<file path="src/rtl/fetch_unit_pkg.sv">
// fetch_unit_pkg: shared fetch-stage types
package fetch_unit_pkg;
   typedef logic [31:0] enc_t;
   typedef logic [31:0] pc_t;
   typedef struct packed {
      enc_t enc;
      pc_t  pc;
      logic fault;
   } fetch_entry_t;
   localparam pc_t PC_STEP = 32'd4;
endpackage

</file>
<file path="src/rtl/fetch_queue.sv">
// fetch_queue: synchronous FIFO of fetch entries with flush
module fetch_queue
   import fetch_unit_pkg::*;
#(
   parameter int DEPTH = 4,
   localparam int CW = $clog2(DEPTH + 1),
   localparam int AW = $clog2(DEPTH)
) (
   input  logic          clk,
   input  logic          rst_n,
   input  logic          push,
   input  logic          pop,
   input  logic          flush,
   input  fetch_entry_t  din,
   output fetch_entry_t  dout,
   output logic [CW-1:0] count,
   output logic          empty,
   output logic          full
);
   fetch_entry_t  mem [DEPTH];
   logic [AW-1:0] rd, wr;
   logic          do_push, do_pop;
   assign empty   = count == '0;
   assign full    = count == CW'(DEPTH);
   assign do_push = push && !flush;
   assign do_pop  = pop && !empty && !flush;
   assign dout    = empty ? '0 : mem[rd];
   always_ff @(posedge clk or negedge rst_n)
      if (!rst_n) begin
         rd    <= '0;
         wr    <= '0;
         count <= '0;
      end else if (flush) begin
         rd    <= '0;
         wr    <= '0;
         count <= '0;
      end else begin
         if (do_push) wr <= wr + 1'b1;
         if (do_pop) rd <= rd + 1'b1;
         count <= count + CW'(do_push) - CW'(do_pop);
      end
   always_ff @(posedge clk)
      if (do_push) mem[wr] <= din;
endmodule

</file>
<file path="src/rtl/fetch_unit.sv">
// fetch_unit: PC owner issuing word fetches and queueing responses for decode
module fetch_unit
   import fetch_unit_pkg::*;
#(
   parameter logic [31:0] RESET_PC = 32'h0000_0000,
   parameter int          QDEPTH   = 4
) (
   input  logic        clk,
   input  logic        rst_n,
   input  logic        redirectValid,
   input  logic [31:0] redirectPc,
   output logic        imemReqValid,
   input  logic        imemReqReady,
   output logic [31:0] imemReqAddr,
   input  logic        imemRspValid,
   input  logic [31:0] imemRspData,
   input  logic        imemRspErr,
   output logic        outValid,
   input  logic        outReady,
   output logic [31:0] outEnc,
   output logic [31:0] outPc,
   output logic        outFault
);
   localparam int CW = $clog2(QDEPTH + 1);
   pc_t           pc, rsp_pc, redirect_pc;
   logic [CW-1:0] inflight, drop, count;
   logic          halted, req_fire, rsp_drop, push, empty, full, unused_lsb;
   fetch_entry_t  head;
   assign redirect_pc  = {redirectPc[31:2], 2'b00};
   assign unused_lsb   = ^redirectPc[1:0];
   // credits cover both outstanding requests and queued entries, so responses never need backpressure
   assign imemReqValid = rst_n && !redirectValid && !halted &&
                         ({1'b0, inflight} + {1'b0, count} < (CW + 1)'(QDEPTH));
   assign imemReqAddr  = pc;
   assign req_fire     = imemReqValid && imemReqReady;
   assign rsp_drop     = drop != '0;
   assign push         = imemRspValid && !rsp_drop && !redirectValid;
   assign outValid     = !empty;
   assign outEnc       = head.enc;
   assign outPc        = head.pc;
   assign outFault     = head.fault;
   always_ff @(posedge clk or negedge rst_n)
      if (!rst_n) begin
         pc       <= RESET_PC;
         rsp_pc   <= RESET_PC;
         inflight <= '0;
         drop     <= '0;
         halted   <= 1'b0;
      end else begin
         inflight <= inflight + CW'(req_fire) - CW'(imemRspValid);
         if (redirectValid) begin
            pc     <= redirect_pc;
            rsp_pc <= redirect_pc;
            halted <= 1'b0;
            drop   <= inflight - CW'(imemRspValid);
         end else begin
            if (req_fire) pc <= pc + PC_STEP;
            if (push) rsp_pc <= rsp_pc + PC_STEP;
            if (push && imemRspErr) halted <= 1'b1;
            drop <= drop - CW'(imemRspValid && rsp_drop);
         end
      end
   fetch_queue #(.DEPTH(QDEPTH)) u_queue (
      .clk   (clk),
      .rst_n (rst_n),
      .push  (push),
      .pop   (outValid && outReady),
      .flush (redirectValid),
      .din   ('{enc: imemRspData, pc: rsp_pc, fault: imemRspErr}),
      .dout  (head),
      .count (count),
      .empty (empty),
      .full  (full)
   );
   a_rsp_credit: assert property (@(posedge clk) disable iff (!rst_n) imemRspValid |-> inflight != '0);
   a_no_overflow: assert property (@(posedge clk) disable iff (!rst_n) push |-> !full);
   a_drop_bound: assert property (@(posedge clk) disable iff (!rst_n) drop <= inflight);
endmodule

</file>
<file path="config.mk">
export PLATFORM = sky130hd
export DESIGN_NAME = fetch_unit
export DESIGN_NICKNAME = d
export VERILOG_FILES = /design/src/rtl/fetch_unit_pkg.sv /design/src/rtl/fetch_queue.sv /design/src/rtl/fetch_unit.sv
export SDC_FILE = /design/constraint.sdc
export NUM_CORES = 1
export LEC_CHECK = 0
export CAP_MARGIN = 20
export CORE_MARGIN = 5
export CORE_UTILIZATION = 35
export DETAILED_ROUTE_END_ITERATION = 6
export PLACE_DENSITY = 0.61
export SLEW_MARGIN = 10
export SYNTH_ARGS = -nofsm -noshare
export SYNTH_HDL_FRONTEND = slang
export SYNTH_SLANG_ARGS = --single-unit
</file>
<file path="constraint.sdc">
create_clock -name clk -period 5.3 [get_ports clk]
set_input_delay 0.53 -clock clk [delete_from_list [all_inputs] [get_ports clk]]
set_output_delay 0.53 -clock clk [all_outputs]
set_load 0.01 [all_outputs]
</file>
==> results of run 1 <==
## layer usage
metal	vias up	wire length, um
li1	3666	-
met1	4031	14900
met2	232	13800
met3	40	1630
met4	0	556
met5	-	0
## final timing paths
path / to / slack [ns] / cells past startpoint
setup / recovery: outPc[27] / 1.62 / 4
max in group asynchronous: u_queue.rd[0] / 4.21 / 3
min in group clk: halted / 0.54 / 2
hold reg to reg: halted / 0.54 / 2
setup reg to reg: inflight[2] / 2.27 / 11
hold / removal: imemReqAddr[30] / 0.07 / 2
## per-stage QoR
step,utilization,cells,total power [mW],setup slack [ns],hold slack (ns)
floorplan,-,869,4.09,2.07,0.234
global placement,0.412,1512,4.92,2.07,0.516
detailed placement,0.412,1512,4.94,2.07,0.525
CTS,0.440,1573,7.29,1.52,0.0687
global route,0.440,1573,7.53,1.39,0.0905
finish,0.440,1573,7.16,1.62,0.0703
## logic make-up (layout without fill, tap and decap cells)
family                     count (synthesis)  after routing  synth area share
other                                      1              4          0.000271
and+or+nand+nor                          253            253             0.106
DFF                                      326            326             0.680
AOI/OAI and AO/OA                         87             87            0.0409
adders and majority gates                 18             18            0.0173
muxes                                     71             71             0.109
xor gates and xnor gates                  41             41            0.0259
buffers and inverters                     69            255            0.0212
## synth_stat cells, types with 2 or more instances
cell type,count
o211ai_1,11
nor4_1,8
and2_1,68
xor2_1,18
a31oi_1,6
buf_4,5
nand4b_1,2
fa_1,2
nand2_1,52
nor4_2,4
mux4_2,63
nor3_1,8
clkbuf_1,27
a21boi_0,3
nand3_1,35
buf_2,13
nor2_1,22
mux2i_1,4
and4_1,7
or4_1,5
a21oi_1,5
o31a_1,2
nor2b_1,2
ha_1,16
mux2_2,4
or2_2,2
or4_4,2
edfxtp_1,252
o311ai_0,12
and3_1,10
nand4_1,18
or3_1,2
xnor2_1,23
inv_1,21
buf_1,3
dfrtp_1,74
o21ai_0,39
## registers in the layout, indices dropped and copies added (netlist names)
name / count
drop: 3
halted: 1
imemReqAddr: 30
inflight: 3
rsp_pc: 30
u_queue.count: 3
u_queue.mem: 252
u_queue.rd: 2
u_queue.wr: 2
## critical path, cell delays in order (launching register included)
cell and delay [ns]:
dfrtp_4 0.95, buf_4 0.43, mux4_2 0.56, and2_1 0.17
clkdlybuf4s50_1 0.47
## power by group
part | leakage, nW | switching (mW) | internal [mW] | total (mW)
logic | 1.97 | 0.722 | 0.947 | 1.67
clock network | 0.527 | 0.949 | 1.36 | 2.31
registers | 3.17 | 0.258 | 2.92 | 3.18
total | 5.67 | 1.93 | 5.23 | 7.16
## cell type report
type	instances	area share
inverters	21	0.00461
multi-input cells	474	0.244
well taps	518	0.0379
flip-flops and latches	326	0.551
clock inverters	13	0.00534
clock buffers	48	0.0583
repair buffers	173	0.0991
==> results.yml, run 1 <==
routing:
  first_pass_iters: 4
  drt_iter0_drc: 456
  drc: 0
  routed_wl_um: 31000
  vias: 7969
  via_per_inst: 5.07
  final_antenna_net_count: 0
  routedWlPerCell_um: 19.7
yosys:
  synthCells: 866
  yosysTopAreaCellShare: 0.546
  ys_types: 53
  synth_top_flop_cell: "edfxtp_1"
  synthArstFlopShare: 0.227
  synth_edf_count: 252
  syn_area_um2: 13900
  synth_top_area_cell: "edfxtp_1"
  yosysWarnings: 0
  syn_avg_cell_area_um2: 16.0
  netlist_top_cells_area: "edfxtp_1 55%, dfrtp_1 13%, mux4_2 10%"
  ys_seq_area_frac: 0.680
  ys_ff_latch: 326
layout:
  drive_above_1_share: 0.140
  area_growth_pct: 23.5
  final_common_cell: "edfxtp_1"
  n_antenna_cell: 0
  layout_common_cells: "252 x edfxtp_1, 161 x clkdlybuf4s50_1, 72 x dfrtp_1"
  final_nets: 1121
  fin_area_um2: 17100
  multi_input_area_um2: 4170
  seq_area_um2: 9430
  n_fill_cell: 3480
power:
  power_density_nw_per_um2: 418
  ir_drop_uv: 200
  power_leakage_nw: 5.67
global_routing:
  grt_pass1_wl_um: 48800
  grt_max_degree: 67
  antenna_found_initial: 0
  grt.met3_usage: 0.0283
  grt-busiest-layer: "met2"
  met1_usage: 0.212
  grt-ovfl-total: 0
  grt_pass1_vias: 8253
  track_usage: 0.140
  gr-usage-met2: 0.212
clock_network:
  h-tree-depth: 2
  cts.sinks: 326
  cts_tree: "built"
  clk_latency_ns: 0.50
  cts-resized-gates: 0
  clk_pin_slew_ns: 0.06
  cts_hold_buf: 0
  clockBufferDepth: 3
  numCtsBuffers: 36
  post_cts_buffers: 0
  cts_root_buf: "clkbuf_16"
sta:
  finalMaxSlewViolations: 0
  slew_headroom: 0.289
  skew_ns: 0.0124
  rsz0062_at_grt: "false"
  hold_viol: 0
  period_minus_slack_ns: 3.68
  timing.fmax_ghz: 0.272
  final.setup.tns_ns: 0
  setup_viol: 0
  fin_crit_sh: 0.695
  worst_slew_pin_slew_ns: 1.07
critical_path:
  worstSetupPathType: "flip-flop to output port"
  crit-reg2reg-launch: "inflight[2]"
  critPathCaptureType: "output port"
  crit_fanout: 40
  start_kind: "flip-flop"
  crit_required_ns: 4.77
  crit_arrival_ns: 3.15
  startpoint: "u_queue.rd[0]"
min_path:
  hold_class: "input port to asynchronous set/reset pin"
floorplan:
  die_area_um2: 43700
  die_width_um: 209
  initial_core_util: 0.356
  rows: 72
  core_area_um2: 38900
  pin_count: 170
  die_h_um: 209
placed_design:
  dpl-instance-area_um2: 16000
  io_buffers: 163
  globalplace.congestion: 0.837
  hpwl_um: 18800
run:
  drv_cap: 0
outcome:
  status: "complete, no violations"
No activity file was read; power rests on OpenSTA's default activity.
==> run 2, diff against run 1 <==
PLACE_DENSITY = 0.63   (was 0.61)
clock period = 3.3 ns   (was 5.3 ns; I/O delays follow)
==> run 2 against run 1 <==
Against the previous run: clock-buffer cell count grew 1; largest power group unchanged; cell area grew 2.1%; non-clock buffer count grew 18; via count grew 1.7%; largest cell class unchanged; power grew 64%; die area is the same.
==> results.yml, run 2 (synthesis gave the netlist of run 1 again) <==
critical_path:
  startpoint: "u_queue.rd[0]"
  reg2reg_depth: 10
  critPathCaptureType: "output port"
  crit_fanout: 12
  crit_required_ns: 2.97
  r2r_end: "inflight[2]"
  path_buf_inv: 2
  critPathTopFamily: "buffers and inverters"
  slowest_delay_ns: 0.59
  crit_chain: "buf_4 -> mux4_2 -> and2_1 -> clkdlybuf4s50_1"
  crit-reg2reg-launch: "inflight[2]"
  regToRegSetupSlack_ns: 0.72
  start_kind: "flip-flop"
  crit_arrival_ns: 2.66
  worstSetupPathType: "flip-flop to output port"
  crit_slowest_cell: "dfrtp_4"
placed_design:
  pre_cts_slack_ns: 0.703
  hpwl_um: 20800
  dp_cells: 1529
  globalplace.congestion: 0.875
  io_buffers: 163
layout:
  final_common_cell: "edfxtp_1"
  drive_above_1_share: 0.160
  fin_cells: 1596
  area_growth_pct: 26.1
  layout_common_cells: "252 x edfxtp_1, 161 x clkdlybuf4s50_1, 72 x dfrtp_1"
  largest_register: "u_queue.mem"
  largest_register_ffs: 252
  n_antenna_cell: 0
  final_nets: 1140
routing:
  final_antenna_net_count: 0
  first_pass_iters: 5
  routed_wl_um: 31400
  drc: 0
  via_per_inst: 5.08
  routedWlPerCell_um: 19.7
  drt_iter0_drc: 532
  vias: 8107
outcome:
  status: "complete, no violations"
global_routing:
  grt-ovfl-total: 0
  grt_pass1_wl_um: 50100
  antenna_found_initial: 0
  grt_max_degree: 66
  track_usage: 0.144
  grt_pass1_vias: 8529
clock_network:
  clk_latency_ns: 0.53
  cts_root_buf: "clkbuf_16"
  cts.sinks: 326
  cts_tree: "built"
  cts-resized-gates: 0
  clockBufferDepth: 3
  clk_pin_slew_ns: 0.06
  numCtsBuffers: 37
  h-tree-depth: 2
floorplan:
  die_width_um: 209
  pin_count: 170
  core_area_um2: 38900
  die_h_um: 209
  die_area_um2: 43700
  rows: 72
  initial_core_util: 0.356
run:
  drv_cap: 0
sta:
  slew_headroom: 0.554
  skew_ns: 0.0205
  finalMaxSlewViolations: 0
  period_minus_slack_ns: 2.99
  setup_viol: 0
  worst_slew_pin_slew_ns: 0.669
  fin_crit_sh: 0.906
  timing.fmax_ghz: 0.334
  worst_slack_ns: 0.310
  final.setup.tns_ns: 0
  hold_viol: 0
  hold_ws_ns: 0.172
  rsz0062_at_grt: "false"
power:
  power_leakage_nw: 5.85
  power_density_nw_per_um2: 673
  ir_drop_uv: 326
min_path:
  holdPathEnd: "u_queue.wr[0]"
  hold_class: "input port to flip-flop"
  hold_depth: 2
  worstHoldStart: "redirectValid"
==> run 2: cell count changes in the layout (fill, tap and decap cells not counted) <==
| cell | before | now |
|---|---|---|
| buf_4 | 10 | 16 |
| inv_4 | 0 | 1 |
| clkinv_2 | 3 | 7 |
| bufinv_16 | 1 | 2 |
| clkinv_4 | 0 | 3 |
| clkbuf_8 | 3 | 1 |
| dlygate4sd3_1 | 0 | 1 |
| clkbuf_16 | 37 | 39 |
| buf_12 | 0 | 11 |
| clkinv_1 | 6 | 3 |
| clkinvlp_4 | 2 | 0 |
| clkbuf_1 | 8 | 9 |
==> run 2: worst reg2reg max path, cell delays in order (launching register included) <==
cell and delay [ns]:
dfrtp_1 0.42, ha_1 0.31, nor4_1 0.29, and4_1 0.26
inv_1 0.06, ha_1 0.26, inv_1 0.04, ha_1 0.18
fa_1 0.37, xnor2_1 0.14, xnor2_1 0.12
==> run 2: layout make-up <==
type	count	area, um2
Fill cell	3471	21400
Sequential cell	326	9430
Multi-Input combinational cell	474	4170
Timing Repair Buffer	191	1970
Clock buffer	49	1020
Tap cell	518	648
Clock inverter	17	148
Inverter	21	78.8
==> run 2: how the worst max path moves through the flow <==
stage / endpoint / slack, ns / cells past startpoint
global placement: inflight[2] / 0.71 / 10
finish: outPc[25] / 0.31 / 4
global route: outPc[25] / 0.16 / 4
floorplan: u_queue.mem[0][0] / 0.10 / 3
detailed placement: inflight[2] / 0.70 / 10
CTS: outPc[25] / 0.22 / 4
==> run 2: through the flow <==
step	util	power, mW	cell area (um2)
5_1_grt	0.449	12.4	17500
3_5_place_dp	0.419	8.00	16300
2_1_floorplan	-	6.57	13900
6_report	0.449	11.8	17500
4_1_cts	0.449	12.0	17500
3_3_place_gp	0.419	7.96	16300
==> run 2: per-layer routing <==
metal	global-route usage	share of wire
met1	0.207	0.46
met2	0.225	0.46
met3	0.0306	0.060
met4	0.0389	0.022
met5	0	0
==> run 2: power by group <==
group | switching [mW] | leakage, nW | internal [mW] | total (mW)
combinational | 1.26 | 2.10 | 1.58 | 2.84
sequential | 0.313 | 3.17 | 4.69 | 5.00
clock | 1.58 | 0.580 | 2.35 | 3.93
==> run 2: repair_timing <==
action | 4_1_cts | 5_1_grt
hold buffers | 1 | 0
hold endpoints to repair | 28 | 0
buffers inserted | 0 | 0
==> run 3, diff against run 2 <==
--- a/config.mk
+++ b/config.mk
@@ -6,9 +6,9 @@
 export NUM_CORES = 1
 export LEC_CHECK = 0
-export CAP_MARGIN = 20
 export CORE_MARGIN = 5
 export CORE_UTILIZATION = 35
 export DETAILED_ROUTE_END_ITERATION = 6
 export PLACE_DENSITY = 0.63
+export RECOVER_POWER = 50
 export SLEW_MARGIN = 10
 export SYNTH_ARGS = -nofsm -noshare
==> constraint.sdc (replaced) <==
create_clock -name clk -period 3.3 [get_ports clk]
set_input_delay 0.33 -clock clk [delete_from_list [all_inputs] [get_ports clk]]
set_output_delay 0.33 -clock clk [all_outputs]
set_load 0.005 [all_outputs]
==> run 3 against run 2 <==
Against the previous run: the run now ends with capacitance limit left; register-to-register slack got worse by 0.39 ns; largest cell class unchanged; die area did not move; hold slack got worse by 0.0071 ns; sequential share of layout area rose by 0.29 points.
==> results.yml, run 3 (synthesis gave the netlist of run 1 again) <==
clock_network:
  clk_pin_slew_ns: 0.05
  cts-resized-gates: 0
  cts_root_buf: "clkbuf_16"
  clk_latency_ns: 0.52
  cts.sinks: 326
  post_cts_buffers: 0
  clockBufferDepth: 3
  h-tree-depth: 2
  numCtsBuffers: 36
  cts_tree: "built"
layout:
  area_growth_pct: 25.4
  n_fill_cell: 3492
  drive_above_1_share: 0.154
  final_common_cell: "edfxtp_1"
  fin_area_um2: 17400
  largest_register: "u_queue.mem"
  layout_common_cells: "252 x edfxtp_1, 99 x clkdlybuf4s50_1, 72 x dfrtp_1"
  n_antenna_cell: 0
  final_nets: 1136
  seq_area_um2: 9430
  multi_input_area_um2: 4160
  largest_register_ffs: 252
floorplan:
  initial_core_util: 0.356
  rows: 72
  die_area_um2: 43700
  core_area_um2: 38900
  die_h_um: 209
  pin_count: 170
  die_width_um: 209
power:
  power_density_nw_per_um2: 663
  power.total_mw: 11.5
  power_leakage_nw: 5.83
  ir_drop_uv: 322
critical_path:
  crit_slowest_cell: "dfrtp_4"
  path_buf_inv: 2
  slowest_delay_ns: 0.62
  crit_arrival_ns: 2.64
  start_kind: "flip-flop"
  critPathCaptureType: "output port"
  crit_required_ns: 2.97
  critPathTopFamily: "buffers and inverters"
  crit_fanout: 14
  worstSetupPathType: "flip-flop to output port"
  crit_chain: "buf_4 -> mux4_2 -> and2_1 -> clkdlybuf4s50_1"
global_routing:
  grt_pass1_vias: 8440
  track_usage: 0.143
  grt-ovfl-total: 0
  antenna_found_initial: 0
  grt_max_degree: 66
  grt_pass1_wl_um: 49400
sta:
  finalMaxSlewViolations: 0
  worst_slack_ns: 0.328
  hold_viol: 0
  final.setup.tns_ns: 0
  worst_slew_pin_slew_ns: 1.50
  skew_ns: 0.0228
  slew_headroom: 0.00139
  setup_viol: 0
  timing.fmax_ghz: 0.337
  rsz0062_at_grt: "false"
  period_minus_slack_ns: 2.97
  fin_crit_sh: 0.900
  hold_ws_ns: 0.165
placed_design:
  globalplace.congestion: 0.866
  io_buffers: 163
  dpl-instance-area_um2: 16200
  pre_cts_slack_ns: 0.705
  hpwl_um: 20200
routing:
  via_per_inst: 5.06
  drt_iter0_drc: 468
  routed_wl_um: 31300
  first_pass_iters: 5
  final_antenna_net_count: 0
  routedWlPerCell_um: 19.7
  drc: 0
  vias: 8042
min_path:
  hold_class: "input port to flip-flop"
outcome:
  violations: "capacitance limit"
  status: "finished, violations left"
run:
  drv_cap: 1
[run 3: cell types whose count changed in the layout (fill, tap and decap cells not counted), moves of 2 or more]
| cell | before | now |
|---|---|---|
| buf_12 | 11 | 9 |
| buf_4 | 16 | 12 |
| clkbuf_1 | 9 | 7 |
| clkbuf_16 | 39 | 37 |
| clkbuf_8 | 1 | 5 |
| clkdlybuf4s50_1 | 161 | 99 |
| clkinv_2 | 7 | 5 |
| clkinv_4 | 3 | 0 |
| dlygate4sd3_1 | 1 | 63 |
| inv_6 | 1 | 3 |
[run 3: layer usage]
layer / routed length (um) / track usage
met2: 14300 / 0.221
met1: 14600 / 0.207
met3: 1770 / 0.0309
met4: 656 / 0.0367
met5: 0 / 0
[run 3: final timing paths]
| path | slack (ns) | end | depth (start not counted) | start |
|---|---|---|---|---|
| min reg2reg | 0.50 | halted | 2 | halted |
| max | 0.33 | outEnc[26] | 4 | u_queue.rd[0] |
| min in group asynchronous | 0.97 | imemReqAddr[29] | 3 | rst_n |
| max reg2reg | 0.33 | u_queue.mem[1][47] | 4 | drop[0] |
| max in group asynchronous | 0.75 | u_queue.rd[0] | 4 | rst_n |
| min | 0.16 | u_queue.count[2] | 2 | redirectValid |
[run 3: what timing repair did]
action	CTS	global route
setup endpoints to repair	0	0
hold buffers	1	0
hold endpoints to repair	27	0
[run 3: power by group]
part / internal (mW) / switching, mW / total, mW
clock: 2.32 / 1.58 / 3.90
sequential: 4.69 / 0.304 / 4.99
combinational: 1.53 / 1.10 / 2.63
[run 3: cell type report]
| cell class | instances | area share |
|---|---|---|
| sequential | 326 | 0.542 |
| multi-input combinational | 474 | 0.239 |
| timing repair buffer | 188 | 0.110 |
| clock buffer | 46 | 0.0581 |
| tap | 518 | 0.0373 |
| clock inverter | 16 | 0.00806 |
| inverter | 21 | 0.00454 |
[run 3: through the flow]
step / instances / util
CTS: 1589 / 0.447
finish: 1589 / 0.447
global placement: 1526 / 0.417
detailed placement: 1526 / 0.417
floorplan: 869 / -
global route: 1589 / 0.447
